$ cat src/rtl/bounds_table_ctrl_if.sv
// Command and range-check handshake bundle between the monitoring command
// path (master) and the bounds buffer sequencing controller (slave).
interface bounds_table_ctrl_if;
    logic        cmd_valid_i;
    logic        cmd_ready_o;
    logic [1:0]  cmd_op_i;
    logic [31:0] cmd_data_i;
    logic        chk_valid_i;
    logic [31:0] chk_addr_i;
    logic        chk_ready_o;
    logic        chk_resp_valid_o;
    logic        chk_hit_o;

    modport master (
        output cmd_valid_i, cmd_op_i, cmd_data_i, chk_valid_i, chk_addr_i,
        input  cmd_ready_o, chk_ready_o, chk_resp_valid_o, chk_hit_o
    );

    modport slave (
        input  cmd_valid_i, cmd_op_i, cmd_data_i, chk_valid_i, chk_addr_i,
        output cmd_ready_o, chk_ready_o, chk_resp_valid_o, chk_hit_o
    );
endinterface

$ cat src/rtl/bounds_table_ctrl.sv
// Sequencing controller for the circular bounds buffer: turns SET_FIRST /
// SET_LAST / ABORT / CLEAR commands into validated single-cycle buffer writes
// and clears, and shares the buffer lookup port with a range-check requester,
// stalling checks while the buffer contents change.
module bounds_table_ctrl #(
    parameter int unsigned SIZE = 32
) (
    input  logic                   clk_i,
    input  logic                   rst_ni,
    bounds_table_ctrl_if.slave     bus_if,
    output logic                   buf_en_write_o,
    output logic [31:0]            buf_addr_first_o,
    output logic [31:0]            buf_addr_last_o,
    output logic                   buf_rst_us_o,
    output logic [31:0]            buf_find_addr_o,
    input  logic                   buf_addr_in_range_i,
    output logic [$clog2(SIZE):0]  count_o,
    output logic                   wrapped_o,
    output logic                   err_seq_o,
    output logic                   err_order_o
);
    localparam int unsigned CW = $clog2(SIZE) + 1;
    localparam logic [CW-1:0] FULL = CW'(SIZE);

    localparam logic [1:0] S_IDLE   = 2'd0;
    localparam logic [1:0] S_FIRST  = 2'd1;
    localparam logic [1:0] S_COMMIT = 2'd2;
    localparam logic [1:0] S_CLEAR  = 2'd3;

    localparam logic [1:0] OP_SET_FIRST = 2'd0;
    localparam logic [1:0] OP_SET_LAST  = 2'd1;
    localparam logic [1:0] OP_ABORT     = 2'd2;
    localparam logic [1:0] OP_CLEAR     = 2'd3;

    logic [1:0]    state_q, state_d;
    logic [31:0]   first_q, first_d;
    logic [31:0]   last_q, last_d;
    logic          err_seq_q, err_seq_d;
    logic          err_order_q, err_order_d;
    logic [CW-1:0] count_q;
    logic          wrapped_q;
    logic          chk_resp_q;
    logic          chk_hit_q;
    logic          ready_w;
    logic          cmd_fire;
    logic          chk_fire;

    // Both ports accept only while the buffer contents are stable.
    assign ready_w  = (state_q == S_IDLE) || (state_q == S_FIRST);
    assign cmd_fire = bus_if.cmd_valid_i && ready_w;
    assign chk_fire = bus_if.chk_valid_i && ready_w;

    assign bus_if.cmd_ready_o      = ready_w;
    assign bus_if.chk_ready_o      = ready_w;
    assign bus_if.chk_resp_valid_o = chk_resp_q;
    assign bus_if.chk_hit_o        = chk_hit_q;

    assign buf_en_write_o   = (state_q == S_COMMIT);
    assign buf_rst_us_o     = (state_q == S_CLEAR);
    assign buf_addr_first_o = first_q;
    assign buf_addr_last_o  = last_q;
    assign buf_find_addr_o  = bus_if.chk_addr_i;
    assign count_o          = count_q;
    assign wrapped_o        = wrapped_q;
    assign err_seq_o        = err_seq_q;
    assign err_order_o      = err_order_q;

    // Command sequencing: next state, operand registers and error pulses.
    always_comb begin
        state_d     = state_q;
        first_d     = first_q;
        last_d      = last_q;
        err_seq_d   = 1'b0;
        err_order_d = 1'b0;
        case (state_q)
            S_IDLE: begin
                if (cmd_fire) begin
                    case (bus_if.cmd_op_i)
                        OP_SET_FIRST: begin
                            first_d = bus_if.cmd_data_i;
                            state_d = S_FIRST;
                        end
                        OP_CLEAR: state_d = S_CLEAR;
                        default:  err_seq_d = 1'b1;
                    endcase
                end
            end
            S_FIRST: begin
                if (cmd_fire) begin
                    case (bus_if.cmd_op_i)
                        OP_SET_FIRST: first_d = bus_if.cmd_data_i;
                        OP_SET_LAST: begin
                            if (bus_if.cmd_data_i >= first_q) begin
                                last_d  = bus_if.cmd_data_i;
                                state_d = S_COMMIT;
                            end else begin
                                err_order_d = 1'b1;
                                state_d     = S_IDLE;
                            end
                        end
                        OP_ABORT: state_d = S_IDLE;
                        default:  state_d = S_CLEAR;
                    endcase
                end
            end
            default: state_d = S_IDLE;
        endcase
    end

    // State, operand and error-pulse registers.
    always_ff @(posedge clk_i or negedge rst_ni) begin
        if (!rst_ni) begin
            state_q     <= S_IDLE;
            first_q     <= '0;
            last_q      <= '0;
            err_seq_q   <= 1'b0;
            err_order_q <= 1'b0;
        end else begin
            state_q     <= state_d;
            first_q     <= first_d;
            last_q      <= last_d;
            err_seq_q   <= err_seq_d;
            err_order_q <= err_order_d;
        end
    end

    // Occupancy: saturates at SIZE, and a commit into a full buffer marks a wrap.
    always_ff @(posedge clk_i or negedge rst_ni) begin
        if (!rst_ni) begin
            count_q   <= '0;
            wrapped_q <= 1'b0;
        end else if (state_q == S_CLEAR) begin
            count_q   <= '0;
            wrapped_q <= 1'b0;
        end else if (state_q == S_COMMIT) begin
            if (count_q == FULL) begin
                wrapped_q <= 1'b1;
            end else begin
                count_q <= count_q + CW'(1);
            end
        end
    end

    // Check response: register the lookup result of an accepted check.
    always_ff @(posedge clk_i or negedge rst_ni) begin
        if (!rst_ni) begin
            chk_resp_q <= 1'b0;
            chk_hit_q  <= 1'b0;
        end else begin
            chk_resp_q <= chk_fire;
            if (chk_fire) begin
                chk_hit_q <= buf_addr_in_range_i;
            end
        end
    end
endmodule

$ cat src/flat_wrapper.sv
// flat-port wrapper written by rule: the top's interface ports become plain ports
module bounds_table_ctrl_flat 
#(
    parameter int unsigned SIZE = 32
)
  (clk_i, rst_ni, buf_en_write_o, buf_addr_first_o, buf_addr_last_o, buf_rst_us_o, buf_find_addr_o, buf_addr_in_range_i, count_o, wrapped_o, err_seq_o, err_order_o, bus_if_cmd_valid_i, bus_if_cmd_op_i, bus_if_cmd_data_i, bus_if_chk_valid_i, bus_if_chk_addr_i, bus_if_cmd_ready_o, bus_if_chk_ready_o, bus_if_chk_resp_valid_o, bus_if_chk_hit_o);
  bounds_table_ctrl_if bus_if_i ();
  input  logic clk_i;
  input  logic rst_ni;
  output logic buf_en_write_o;
  output logic [31:0] buf_addr_first_o;
  output logic [31:0] buf_addr_last_o;
  output logic buf_rst_us_o;
  output logic [31:0] buf_find_addr_o;
  input  logic buf_addr_in_range_i;
  output logic [$clog2(SIZE):0] count_o;
  output logic wrapped_o;
  output logic err_seq_o;
  output logic err_order_o;
  input wire logic [$bits(bus_if_i.cmd_valid_i)-1:0] bus_if_cmd_valid_i;
  input wire logic [$bits(bus_if_i.cmd_op_i)-1:0] bus_if_cmd_op_i;
  input wire logic [$bits(bus_if_i.cmd_data_i)-1:0] bus_if_cmd_data_i;
  input wire logic [$bits(bus_if_i.chk_valid_i)-1:0] bus_if_chk_valid_i;
  input wire logic [$bits(bus_if_i.chk_addr_i)-1:0] bus_if_chk_addr_i;
  output wire logic [$bits(bus_if_i.cmd_ready_o)-1:0] bus_if_cmd_ready_o;
  output wire logic [$bits(bus_if_i.chk_ready_o)-1:0] bus_if_chk_ready_o;
  output wire logic [$bits(bus_if_i.chk_resp_valid_o)-1:0] bus_if_chk_resp_valid_o;
  output wire logic [$bits(bus_if_i.chk_hit_o)-1:0] bus_if_chk_hit_o;
  assign bus_if_i.cmd_valid_i = bus_if_cmd_valid_i;
  assign bus_if_i.cmd_op_i = bus_if_cmd_op_i;
  assign bus_if_i.cmd_data_i = bus_if_cmd_data_i;
  assign bus_if_i.chk_valid_i = bus_if_chk_valid_i;
  assign bus_if_i.chk_addr_i = bus_if_chk_addr_i;
  assign bus_if_cmd_ready_o = bus_if_i.cmd_ready_o;
  assign bus_if_chk_ready_o = bus_if_i.chk_ready_o;
  assign bus_if_chk_resp_valid_o = bus_if_i.chk_resp_valid_o;
  assign bus_if_chk_hit_o = bus_if_i.chk_hit_o;
  bounds_table_ctrl #(.SIZE(SIZE)) u_core (.clk_i(clk_i), .rst_ni(rst_ni), .bus_if(bus_if_i), .buf_en_write_o(buf_en_write_o), .buf_addr_first_o(buf_addr_first_o), .buf_addr_last_o(buf_addr_last_o), .buf_rst_us_o(buf_rst_us_o), .buf_find_addr_o(buf_find_addr_o), .buf_addr_in_range_i(buf_addr_in_range_i), .count_o(count_o), .wrapped_o(wrapped_o), .err_seq_o(err_seq_o), .err_order_o(err_order_o));
endmodule
$ cat config.mk
export PLATFORM = sky130hd
export DESIGN_NAME = bounds_table_ctrl_flat
export DESIGN_NICKNAME = d
export VERILOG_FILES = /design/src/rtl/bounds_table_ctrl_if.sv /design/src/rtl/bounds_table_ctrl.sv /design/src/flat_wrapper.sv
export SDC_FILE = /design/constraint.sdc
export NUM_CORES = 1
export LEC_CHECK = 0
export ABC_AREA = 1
export ABC_CLOCK_PERIOD_IN_PS = 5300
export BUFFER_PORTS_ARGS = -buffer_cell sky130_fd_sc_hd__buf_2
export CAP_MARGIN = 10
export CORE_MARGIN = 2
export CORE_UTILIZATION = 52
export CTS_CLUSTER_SIZE = 20
export DETAILED_ROUTE_END_ITERATION = 10
export GPL_TIMING_DRIVEN = 0
export PLACE_DENSITY = 0.86
export SLEW_MARGIN = 20
export SYNTH_ARGS = -nofsm -noshare
export SYNTH_HDL_FRONTEND = slang
export SYNTH_SLANG_ARGS = --single-unit
$ cat constraint.sdc
create_clock -name clk_i -period 5.3 [get_ports clk_i]
set_input_delay 0.795 -clock clk_i [delete_from_list [all_inputs] [get_ports clk_i]]
set_output_delay 0.795 -clock clk_i [all_outputs]
set_load 0.01 [all_outputs]
Yosys cells after proc, flatten, opt, wreduce, memory -nomap -nowiden
Index checks and enable logic that the tools add are counted.

Register bits after elaboration: 77. Input bits: 71. Logic and storage cells: 56.

Reductions and logical operators: 14. Order comparisons: 1. $add $sub $neg: 1. Multiplexer cells: 19. Eq/ne operators: 12.

Operator list (count): $ge 32x32->1 (1); $mux 6 (3); $mux 1 (10); $eq 2x2->1 const B (4); $pmux 2 s2 (2); $reduce_and 4->1 (2); $add 6x1->6 const B (1); $eq 6x6->1 const B (1); $mux 2 (3); $pmux 2 s3 (1); $eq 2x1->1 const B (2); $logic_not 2->1 (2); $ne 2x1->1 const B (2); $ne 2x2->1 const B (2); $reduce_and 2->1 (2); $reduce_bool 2->1 (2); $reduce_or 2->1 (2); $ne 3x3->1 const B (1); $reduce_and 3->1 (1); $logic_and 1x1->1 (2); $logic_or 1x1->1 (1).

Longest topological paths before layout
Gate-level depths: netlist of run 1.

Depth in word-level cells: 5. Depth in mapped cells: 17.

Least setup slack after synthesis of run 1
Ideal clock, no wire load.

Path kind: input-to-reg. Start point: in bus_if_cmd_data_i[15]. End point: reg u_core.last_q[11] (netlist: u_core.buf_addr_last_o[11]). Library setup time: 0.118 ns. Arrival time: 2.002 ns. Setup slack: 3.180 ns. Stages: 13. Cell sequence: ha_1 -> nand2_1 -> nor2_2 -> nand2_1 -> nor2_1 -> nor2_1 -> nand2_1 -> nand2_2 -> nand2_4 -> nand2_4 -> buf_6 -> nand2_1 -> o21ai_2.

Word-level cells in the longest chain between the ends: 2.

Ends and longest elaborated chain: start: declaration (line flat_wrapper.sv:22) `input wire logic [$bits(bus_if_i.cmd_data_i)-1:0] bus_if_cmd_data_i;`; $ge 32x32->1 (line bounds_table_ctrl.sv:93) `if (bus_if.cmd_data_i >= first_q) begin`; $reduce_and 4->1 (no source line); end signal: assignment (line bounds_table_ctrl.sv:121) `last_q <= last_d;`; end: declaration (line bounds_table_ctrl.sv:37) `logic [31:0] last_q, last_d;`.

No other way between the ends. A chain may end at the register's enable or synchronous reset.

Worst setup path after layout of run 1
Same ends and word-level chain as after synthesis.

==> results of run 1 <==
[metal layers]
metal,up-vias,wire [um],part of all wire
met5,-,13,0.0013
met4,2,140,0.014
met3,16,657,0.065
met2,133,5160,0.51
met1,1774,4070,0.41
li1,1859,-,-
[cell type report]
type,instances,area (um2)
clock inverters,6,110
plain buffers,45,338
well taps,105,131
multi-input cells,290,1790
fillers,690,2670
inverters,92,345
clock buffers,10,138
flip-flops and latches,77,1930
repair buffers,150,768
[logic make-up after synthesis]
family	count (synthesis)
AO/OA/AOI/OAI	94
buffers and inverters	137
adder cells (fa/ha/maj)	38
flip-flops	77
AND/OR/NAND/NOR	158
[worst max path at each step]
stage          slack [ns]                                      to  cells after the start
4_1_cts              3.17  u_core.buf_addr_last_o[11]$_DFFE_PN0P_                     12
2_1_floorplan        3.18  u_core.buf_addr_last_o[11]$_DFFE_PN0P_                     13
3_5_place_dp         2.79  u_core.buf_addr_last_o[11]$_DFFE_PN0P_                     13
5_1_grt              3.03  u_core.buf_addr_last_o[28]$_DFFE_PN0P_                     12
3_3_place_gp         2.83  u_core.buf_addr_last_o[11]$_DFFE_PN0P_                     13
6_report             3.18  u_core.buf_addr_last_o[11]$_DFFE_PN0P_                     13
[report_power, final]
group / internal, mW / total, mW / leakage (nW) / switching [mW]
registers: 0.834 / 1.01 / 0.973 / 0.176
logic: 0.512 / 1.18 / 2.08 / 0.670
clock network: 0.325 / 0.546 / 0.119 / 0.221
total: 1.67 / 2.74 / 3.18 / 1.07
[layout by cell type (no fill, tap or decap)]
| master | netlist | routed |
|---|---|---|
| buf_2 | 0 | 148 |
| nand2_1 | 102 | 102 |
| inv_1 | 90 | 90 |
| dfrtp_1 | 77 | 77 |
| ha_1 | 38 | 38 |
| o21ai_0 | 37 | 37 |
| buf_4 | 33 | 34 |
| o21ai_2 | 32 | 32 |
| nor2_1 | 21 | 21 |
| nand2_2 | 18 | 18 |
| a21oi_1 | 17 | 17 |
| clkbuf_8 | 0 | 10 |
| clkbuf_1 | 6 | 6 |
| buf_6 | 6 | 6 |
| nand3_1 | 4 | 4 |
| bufinv_16 | 0 | 3 |
| inv_2 | 2 | 2 |
| a21o_1 | 2 | 2 |
| nand4_1 | 2 | 2 |
| o21a_1 | 2 | 2 |
| o21ai_1 | 2 | 2 |
| nand2_4 | 2 | 2 |
| nor3_2 | 2 | 2 |
| clkinvlp_4 | 0 | 2 |
| nor2_2 | 1 | 1 |
| a21oi_2 | 1 | 1 |
| nor4_1 | 1 | 1 |
| nand3_2 | 1 | 1 |
| o211ai_1 | 1 | 1 |
| nor3_1 | 1 | 1 |
| nor2_4 | 1 | 1 |
| nor3_4 | 1 | 1 |
| nor3b_1 | 1 | 1 |
| clkinv_2 | 0 | 1 |
| buf_12 | 0 | 1 |
[worst max-delay path: cells and delay by family]
kind / cells / cell delay [ns]
buffers and inverters: 2 / 0.30
adder cells (fa/ha/maj): 1 / 0.30
AO/OA/AOI/OAI: 2 / 0.22
AND/OR/NAND/NOR: 8 / 0.77
[sequential cells by signal, indices dropped and copies added, names as in the netlist]
name,cells
u_core.state_q,2
u_core.buf_addr_first_o,32
u_core.err_seq_o,1
u_core.err_order_o,1
u_core.wrapped_o,1
u_core.bus_if.chk_resp_valid_o,1
u_core.count_o,6
u_core.buf_addr_last_o,32
u_core.bus_if.chk_hit_o,1
[per-stage QoR]
step                      hold WS [ns]  power (mW)
after global placement           0.457        2.15
after detailed placement         0.462        2.21
after CTS                        0.435        2.77
after global routing             0.447        2.97
after floorplan                  0.499        1.75
final                            0.417        2.74
==> impl_results.md, run 1 <==
- Number of CTS-inserted buffers: 9
- Worst path most repeated cell: nand2_1
- Max Root-Sink Buffers: 2
- Cell count after placement: 759
- Design area: 5550 um2
- CORE AREA: 8220 um2
- Critical path class: in2reg
- Die width: 96.0 um
- Synth-to-Final Area Change: 26.1%
- CP Capture Type: flop
- #FFs+latches synth: 77
- Share of layout cells above drive strength 1: 0.397
- Top_reg_cell synth: dfrtp_1
- Root Buffer: clkbuf_8
- VDD IR-drop max: 319 uV
- Initial core utilization: 0.536
- Met3 Track Usage GR: 0.0611
- Final non-filler cell total: 775
- Slew at the pin with the worst max-slew slack: 0.528 ns
- First-pass GRT wire length: 15800 um
- P_leak: 3.18 nW
- Xor and xnor area share after synthesis: 0
- Largest family of logic cells by synthesized area: simple AND/OR/NAND/NOR gates
- HPWL after detailed placement: 7900 um
- Worst rel slew slack: 0.648
- CTS tree: yes
- Post-cts sizing count: 0
- Avg Cell Area, Syn: 8.74 um2
- Post-DRT Antenna Nets: 0
- DRT iter0 DRCs: 133
- Synth area leaders: dfrtp_1 44%, ha_1 11%, nand2_1 8.7%
- Vias per cell: 4.88
- Commonest cells post-synth: 102 x nand2_1, 90 x inv_1, 77 x dfrtp_1
- Critical Path Max Stage Delay: 0.30 ns
- TNS Setup: 0 ns
- Number of I/O pins: 182
- Pwr dens: 493 nW/um2
- Top-area cell type share of the netlist area: 0.438
- Hold Vio Cnt, Final: 0
- Place WS: 2.79 ns
- Final max-slew violation count: 0
- Post-synthesis adder-cell area fraction: 0.108
- Mux share of post-synthesis cell area: 0
- Worst-Skew Late Latency: 0.34 ns
- DR DRC count: 0
- Vias: 3784
- Placed Area: 5300 um2
- Post-synthesis compound-gate area fraction: 0.138
- Most numerous cell in the Yosys netlist: nand2_1
- GRT busiest layer: met2
- Simple-gate share of the synthesized area: 0.162
- Clk slew on worst S/H paths: 0.08 ns
- Initial antenna violation count: 1
- Post-layout min period: 2.12 ns
- RSZ-0062 raised after global routing: no
- Worst hold path type: in2async
- Dominant cell type by area after synthesis: dfrtp_1
- Hold-fix buffers, CTS: 0
- Crit path launch: bus_if_cmd_data_i[15]
- WL final: 10000 um
- Max FO, Critical Path: 10
- H-tree depth: 3
- Die area: 9220 um2
- Placer congestion estimate: 0.851
- Clock skew: 0.00873 ns
- FF-to-FF path depth: 12
- # Max-Cap Violations: 0
- Cell Rows: 33
- Largest net degree at the start of global routing: 40
- Post-CTS Setup Bufs: 0
- PortBufs: 149
- Fin util: 0.676
- Crit path cell chain: buf_2 > ha_1 > a21o_1 > nor2_1 > nand2_1 > nor2_1 > nand2_1 > nand2_2 > nand2_4 > nand2_4 > buf_6 > nand2_1 > o21ai_2
- M1 GR Usage: 0.254
- EDFF count, synth: 0
- RR Startpoint: u_core.buf_addr_first_o[23]$_DFFE_PN0P_
- Worst R2R Setup Slack: 3.33 ns
- FF-to-FF End: u_core.buf_addr_last_o[11]$_DFFE_PN0P_
- Status: completed
- Max Clock Freq: 0.472 GHz
- Total gr overflow: 0
- # diodes: 0
- Nets: 774
- Vias in the first global route: 3678
- Total track usage: 0.220
- Final Worst Setup Slack: 3.18 ns
- Met2 Use GR: 0.393
- Post-Synthesis Cell Area: 4400 um2
- Slowest cell on crit path: ha_1
- Die Span Y: 96.0 um
- Endpoints failing setup: 0
- Drt pass-1 iters: 4
- Ys Warns: 0
- CTS Sinks: 77
- CP startpoint kind: input port
- Async SR Flop Fraction: 1.00
- Period Utilization, post-route: 0.400
- WP data arrival: 2.39 ns
- Required time of the critical path: 5.57 ns
- WL per Instance: 13.0 um
- Yosys cell types: 29
- Mapped Cells: 504
- Syn nets: 613
- Seq/Total Area, Yosys: 0.438
Note: power is estimated with default switching activity, not from simulation.
==> run 2, diff against run 1 <==
--- a/config.mk
+++ b/config.mk
@@ -5,16 +5,16 @@
 export SDC_FILE = /design/constraint.sdc
 export NUM_CORES = 1
 export LEC_CHECK = 0
-export ABC_AREA = 1
-export ABC_CLOCK_PERIOD_IN_PS = 5300
+export ABC_AREA = 0
+export ABC_CLOCK_PERIOD_IN_PS = 2100
 export BUFFER_PORTS_ARGS = -buffer_cell sky130_fd_sc_hd__buf_2
 export CAP_MARGIN = 10
 export CORE_MARGIN = 2
-export CORE_UTILIZATION = 52
+export CORE_UTILIZATION = 48
 export CTS_CLUSTER_SIZE = 20
 export DETAILED_ROUTE_END_ITERATION = 10
 export GPL_TIMING_DRIVEN = 0
-export PLACE_DENSITY = 0.86
+export PLACE_DENSITY = 0.81
 export SLEW_MARGIN = 20
 export SYNTH_ARGS = -nofsm -noshare
 export SYNTH_HDL_FRONTEND = slang
==> constraint.sdc (replaced) <==
create_clock -name clk_i -period 2.1 [get_ports clk_i]
set_input_delay 0.315 -clock clk_i [delete_from_list [all_inputs] [get_ports clk_i]]
set_output_delay 0.315 -clock clk_i [all_outputs]
set_load 0.01 [all_outputs]
==> run 2 against run 1 <==
The flow now finishes with violations (setup timing); cell count decreased by 18%; routed wire length is 3.4% lower; critical path depth fell by 5; sequential share of layout area shrank 0.31 points; design area up 0.90%; via count down 15%; non-clock buffer count up 8; global-route usage is 1.1 points lower; worst hold slack got worse by 0.22 ns; synthesized area is 4.4% lower; power rose by 110%; worst setup slack got worse by 3.4 ns.
==> impl_results.md, run 2 <==
- Clk slew on worst S/H paths: 0.08 ns
- Vias: 3227
- Footprint of the multi-input gates: 2020 um2
- Period Utilization, post-route: 1.11
- P_leak: 3.00 nW
- Most numerous cell in the Yosys netlist: dfrtp_1
- Failing checks: setup timing
- Largest net degree at the start of global routing: 48
- RR Startpoint: u_core.buf_addr_first_o[21]$_DFFE_PN0P_
- Nets: 633
- Synth area leaders: dfrtp_1 46%, ha_1 11%, mux2_4 11%
- Seq/Total Area, Yosys: 0.458
- Vias in the first global route: 3372
- CP startpoint kind: flop
- EDFF count, synth: 0
- HPWL after detailed placement: 7260 um
- Critical Path Max Stage Delay: 0.52 ns
- Mapped Cells: 351
- Required time of the critical path: 2.32 ns
- DRT iter0 DRCs: 72
- Die width: 97.6 um
- Cell Rows: 34
- Syn nets: 460
- Yosys cell types: 36
- Worst hold path type: in2reg
- Number of CTS-inserted buffers: 9
- Total gr overflow: 0
- Synth-to-Final Area Change: 33.1%
- Die area: 9530 um2
- Most common cell after layout, fill and taps aside: buf_2
- RSZ-0062 raised after global routing: yes
- Critical path buffer and inverter count: 2
- Initial antenna violation count: 0
- Post-layout min period: 2.33 ns
- FF-to-FF path depth: 8
- H-tree depth: 3
- Worst R2R Setup Slack: -0.23 ns
- Commonest cells after routing, fill and taps aside: 148 x buf_2, 77 x dfrtp_1, 44 x buf_4, 38 x inv_1, 35 x mux2_2
- Async SR Flop Fraction: 1.00
- Root Buffer: clkbuf_8
- Crit path cell chain: inv_1 > ha_4 > nand4_1 > or4_4 > a31oi_4 > o21bai_4 > buf_6 > mux2_4
- Final Worst Setup Slack: -0.228 ns
- Status: finished, violations left
- Crit path launch: u_core.buf_addr_first_o[21]$_DFFE_PN0P_
- Drt pass-1 iters: 4
- Post-Synthesis Cell Area: 4210 um2
- CP Capture Point: u_core.buf_addr_last_o[7]$_DFFE_PN0P_
- Met2 Wirelength: 4930 um
- WP depth: 8
- CTS tree: yes
- Die Span Y: 97.6 um
- PortBufs: 149
- Final non-filler cell total: 636
- Pwr dens: 1040 nW/um2
- DR DRC count: 0
- Avg Cell Area, Syn: 12.0 um2
- Max layer used: met4
- Top-area cell type share of the netlist area: 0.458
- CORE AREA: 8590 um2
- DRT met1 WL: 3960 um
- Commonest cells post-synth: 77 x dfrtp_1, 42 x inv_1, 38 x ha_1
- Slowest cell on crit path: or4_4
- FF-to-FF End: u_core.buf_addr_last_o[7]$_DFFE_PN0P_
- Endpoints failing setup: 33
- Fillers: 713
- Worst Hold Depth: 2
- Worst rel slew slack: 0.564
- VDD IR-drop max: 516 uV
- CTS Sinks: 77
- # Max-Cap Violations: 0
- Max Root-Sink Buffers: 2
- Placer congestion estimate: 0.727
- #FFs+latches synth: 77
- Vias per cell: 5.07
- Slew at the pin with the worst max-slew slack: 0.654 ns
- CP Capture Type: flop
- Critical path class: reg2reg
- Top_reg_cell synth: dfrtp_1
- Final max-slew violation count: 0
- Dominant cell type by area after synthesis: dfrtp_1
- Max Clock Freq: 0.430 GHz
- Ys Warns: 0
- WP data arrival: 2.55 ns
- # diodes: 0
- Hold Vio Cnt, Final: 0
- Worst-Skew Late Latency: 0.35 ns
- First-pass GRT wire length: 16100 um
- Post-DRT Antenna Nets: 0
- Reg area: 1930 um2
- Place WS: -0.498 ns
- Clock skew: 0.0146 ns
- Share of layout cells above drive strength 1: 0.574
- Cell count after placement: 609
- Max FO, Critical Path: 10
- WL per Instance: 15.3 um
- WL met3: 618 um
- Initial core utilization: 0.490
- Crit path max-delay family: simple AND/OR/NAND/NOR gates
- Number of I/O pins: 182
- Total track usage: 0.209
- WL final: 9700 um
## run 2: routing by layer
layer  GRT usage  vias up
met3      0.0518       17
met4      0.0812        0
met5           0        -
met1       0.258     1568
met2       0.353      119
li1            -     1523
## run 2: how the worst min path moves through the flow
stage                                      startpoint                                      end  slack (ns)
5_1_grt                           buf_addr_in_range_i      u_core.bus_if.chk_hit_o$_DFFE_PN0P_        0.19
4_1_cts                           buf_addr_in_range_i      u_core.bus_if.chk_hit_o$_DFFE_PN0P_        0.18
2_1_floorplan                                  rst_ni   u_core.buf_addr_first_o[0]$_DFFE_PN0P_        0.02
3_3_place_gp   u_core.buf_addr_last_o[29]$_DFFE_PN0P_   u_core.buf_addr_last_o[29]$_DFFE_PN0P_        0.49
3_5_place_dp                                   rst_ni  u_core.buf_addr_first_o[29]$_DFFE_PN0P_        0.29
6_report                          buf_addr_in_range_i      u_core.bus_if.chk_hit_o$_DFFE_PN0P_        0.20
## run 2: final cells by class
type,count,area share
plain buffers,41,0.0536
clock inverters,6,0.0116
multi-input cells,191,0.361
inverters,42,0.0281
well taps,108,0.0241
repair buffers,162,0.156
flip-flops and latches,77,0.344
clock buffers,9,0.0221
## run 2: through the flow
step	instance area [um2]	utilization	hold WS (ns)	TNS (ns)	total power, mW
after floorplan	4220	-	0.0194	-5.02	3.66
after global placement	5100	0.594	0.485	-14.65	4.44
after detailed placement	5130	0.597	0.288	-15.37	4.56
after CTS	5510	0.641	0.180	-7.36	5.79
after global routing	5600	0.652	0.187	-10.15	6.21
final	5600	0.652	0.199	-6.91	5.81
## run 2: where the power goes
part	total (mW)	switching (mW)	internal (mW)
logic	2.38	1.09	1.29
registers	2.33	0.342	1.98
clock network	1.10	0.560	0.542
total	5.81	2.00	3.82
## run 2: cell families after synthesis
family,count (synthesis),synth area share
AOI/OAI and AO/OA,42,0.0657
adders and majority gates,38,0.113
buffers and inverters,83,0.109
DFF,77,0.458
muxes,65,0.201
and+or+nand+nor,46,0.0541
## run 2: what timing repair did
item,4_1_cts,5_1_grt
hold buffers,1,0
setup buffers,5,6
endpoints found under the setup margin,33,34
resized for setup,22,6
pin swaps,1,1
hold endpoints to repair,30,0
==> run 3, diff against run 2 <==
--- a/config.mk
+++ b/config.mk
@@ -6,7 +6,7 @@
 export NUM_CORES = 1
 export LEC_CHECK = 0
 export ABC_AREA = 0
-export ABC_CLOCK_PERIOD_IN_PS = 2100
+export ABC_CLOCK_PERIOD_IN_PS = 2400
 export BUFFER_PORTS_ARGS = -buffer_cell sky130_fd_sc_hd__buf_2
 export CAP_MARGIN = 10
 export CORE_MARGIN = 2
==> constraint.sdc (replaced) <==
create_clock -name clk_i -period 2.4 [get_ports clk_i]
set_input_delay 0.36 -clock clk_i [delete_from_list [all_inputs] [get_ports clk_i]]
set_output_delay 0.36 -clock clk_i [all_outputs]
set_load 0.01 [all_outputs]
==> run 3 against run 2 <==
The run still ends with setup timing left; non-clock buffer count is 4 lower; register-to-register slack better by 0.16 ns; routed wire length is 0.90% lower; fmax is 5.6% lower; critical endpoint is now u_core.buf_addr_last_o[15]$_DFFE_PN0P_; largest cell class unchanged; largest power group is now sequential cells.
==> impl_results.md, run 3 (synthesis gave the netlist of run 2 again) <==
- HPWL after detailed placement: 7200 um
- WL per Instance: 15.2 um
- Commonest cells after routing, fill and taps aside: 148 x buf_2, 77 x dfrtp_1, 40 x inv_1, 39 x buf_4, 35 x mux2_2
- Most common cell after layout, fill and taps aside: buf_2
- Reg power frac: 0.396
- Net switching power: 1.72 mW
- Slew at the pin with the worst max-slew slack: 0.609 ns
- CTS tree: yes
- CTS Sinks: 77
- Die width: 97.6 um
- Crit path max-delay family: simple AND/OR/NAND/NOR gates
- # Max-Cap Violations: 0
- Critical path buffer and inverter count: 3
- Vias per cell: 4.99
- Placer congestion estimate: 0.754
- Worst-Skew Late Latency: 0.35 ns
- Synth-to-Final Area Change: 32.8%
- Pwr dens: 921 nW/um2
- CP Capture Type: flop
- Critical path class: reg2reg
- Clock power share: 0.209
- Post-DRT Antenna Nets: 0
- Critical Path Max Stage Delay: 0.55 ns
- Die area: 9530 um2
- Internal Pwr Total: 3.42 mW
- Final Worst Setup Slack: -0.0653 ns
- Failing checks: setup timing
- DR DRC count: 0
- Post-layout min period: 2.47 ns
- Slowest cell on crit path: or4_4
- Root Buffer: clkbuf_8
- Number of CTS-inserted buffers: 9
- Number of I/O pins: 182
- CORE AREA: 8590 um2
- Worst rel slew slack: 0.594
- Total gr overflow: 0
- DRT iter0 DRCs: 62
- Max Root-Sink Buffers: 2
- WL final: 9610 um
- Cell Rows: 34
- VDD IR-drop max: 440 uV
- Hold Vio Cnt, Final: 0
- # diodes: 0
- H-tree depth: 3
- Initial antenna violation count: 0
- Crit path cell chain: inv_2 > ha_4 > nand4_1 > or4_4 > a31oi_4 > o21bai_4 > buf_12 > clkbuf_16 > mux2_4
- Vias: 3158
- Clock skew: 0.0167 ns
- Largest net degree at the start of global routing: 44
- Max Clock Freq: 0.406 GHz
- PortBufs: 149
- RSZ-0062 raised after global routing: yes
- Vias in the first global route: 3106
- Initial core utilization: 0.490
- Sw frac: 0.335
- P_leak: 3.01 nW
- Share of layout cells above drive strength 1: 0.552
- Drt pass-1 iters: 4
- Status: finished, violations left
- WP data arrival: 2.69 ns
- Required time of the critical path: 2.63 ns
- Combinational Power Share: 0.395
- Total track usage: 0.192
- Endpoints failing setup: 31
- CP startpoint kind: flop
- Max FO, Critical Path: 6
- Total Power: 5.15 mW
- Worst hold path type: in2reg
- Place WS: -0.254 ns
- Die Span Y: 97.6 um
- Nets: 629
- Design area: 5590 um2
- Placed Area: 5110 um2
- Period Utilization, post-route: 1.03
- First-pass GRT wire length: 14800 um
- Clk slew on worst S/H paths: 0.08 ns
- Final max-slew violation count: 0
==> run 3: cell count changes in the layout (fill, tap and decap cells not counted), moves of 3 or more <==
cell / change
buf_4: -5
ha_1: +3
ha_4: -3
buf_6: -4
buf_12: +5
==> run 3: final timing paths <==
| check | slack (ns) | from | cells past startpoint | endpoint |
|---|---|---|---|---|
| worst max-delay path | -0.07 | u_core.buf_addr_first_o[30]$_DFFE_PN0P_ | 9 | u_core.buf_addr_last_o[15]$_DFFE_PN0P_ |
| worst min-delay path | 0.25 | buf_addr_in_range_i | 2 | u_core.bus_if.chk_hit_o$_DFFE_PN0P_ |
| worst max register to register | -0.07 | u_core.buf_addr_first_o[30]$_DFFE_PN0P_ | 9 | u_core.buf_addr_last_o[15]$_DFFE_PN0P_ |
| worst min register to register | 0.51 | u_core.buf_addr_last_o[13]$_DFFE_PN0P_ | 1 | u_core.buf_addr_last_o[13]$_DFFE_PN0P_ |
| max in group asynchronous | 1.30 | rst_ni | 3 | u_core.buf_addr_last_o[3]$_DFFE_PN0P_ |
| min in group asynchronous | 0.52 | rst_ni | 2 | u_core.bus_if.chk_resp_valid_o$_DFF_PN0_ |
==> run 3: power groups by stage <==
| stage | registers, mW | logic (mW) | clock network, mW |
|---|---|---|---|
| floorplan | 2.23 | 0.963 | 0 |
| global placement | 2.02 | 1.85 | 0 |
| detailed placement | 2.05 | 1.93 | 0 |
| CTS | 2.03 | 1.95 | 1.09 |
| global route | 2.09 | 2.23 | 1.16 |
| finish | 2.04 | 2.03 | 1.08 |
==> run 3: final cells by class <==
cell class / count / area [um2]
multi-input combinational: 191 / 1970
buffer: 41 / 327
fill: 685 / 3000
timing repair buffer: 158 / 861
tap: 108 / 135
inverter: 42 / 158
clock buffer: 11 / 131
sequential: 77 / 1930
clock inverter: 5 / 85.1
==> run 3: what timing repair did <==
action | CTS | global route
hold buffers | 1 | 0
resized for setup | 6 | 19
setup buffers | 2 | 6
cloned | 0 | 1
endpoints found under the setup margin | 30 | 33
hold endpoints to repair | 34 | 0
pin swaps | 0 | 10
==> run 3: through the flow <==
step | setup TNS, ns | hold WS (ns) | util | std cells
final | -1.31 | 0.255 | 0.650 | 633
after global routing | -4.61 | 0.237 | 0.650 | 633
after CTS | -0.818 | 0.235 | 0.627 | 628
after detailed placement | -6.91 | 0.344 | 0.595 | 609
after global placement | -5.85 | 0.486 | 0.592 | 608
after floorplan | 0 | 0.0644 | - | 351
==> run 3: metal layers <==
metal  vias to the layer above  share of wire  global-route usage
met4                         0         0.0082              0.0556
met3                         9          0.066              0.0489
met2                       112           0.50               0.325
met5                         -              0                   0
li1                       1516              -                   -
met1                      1521           0.42               0.243
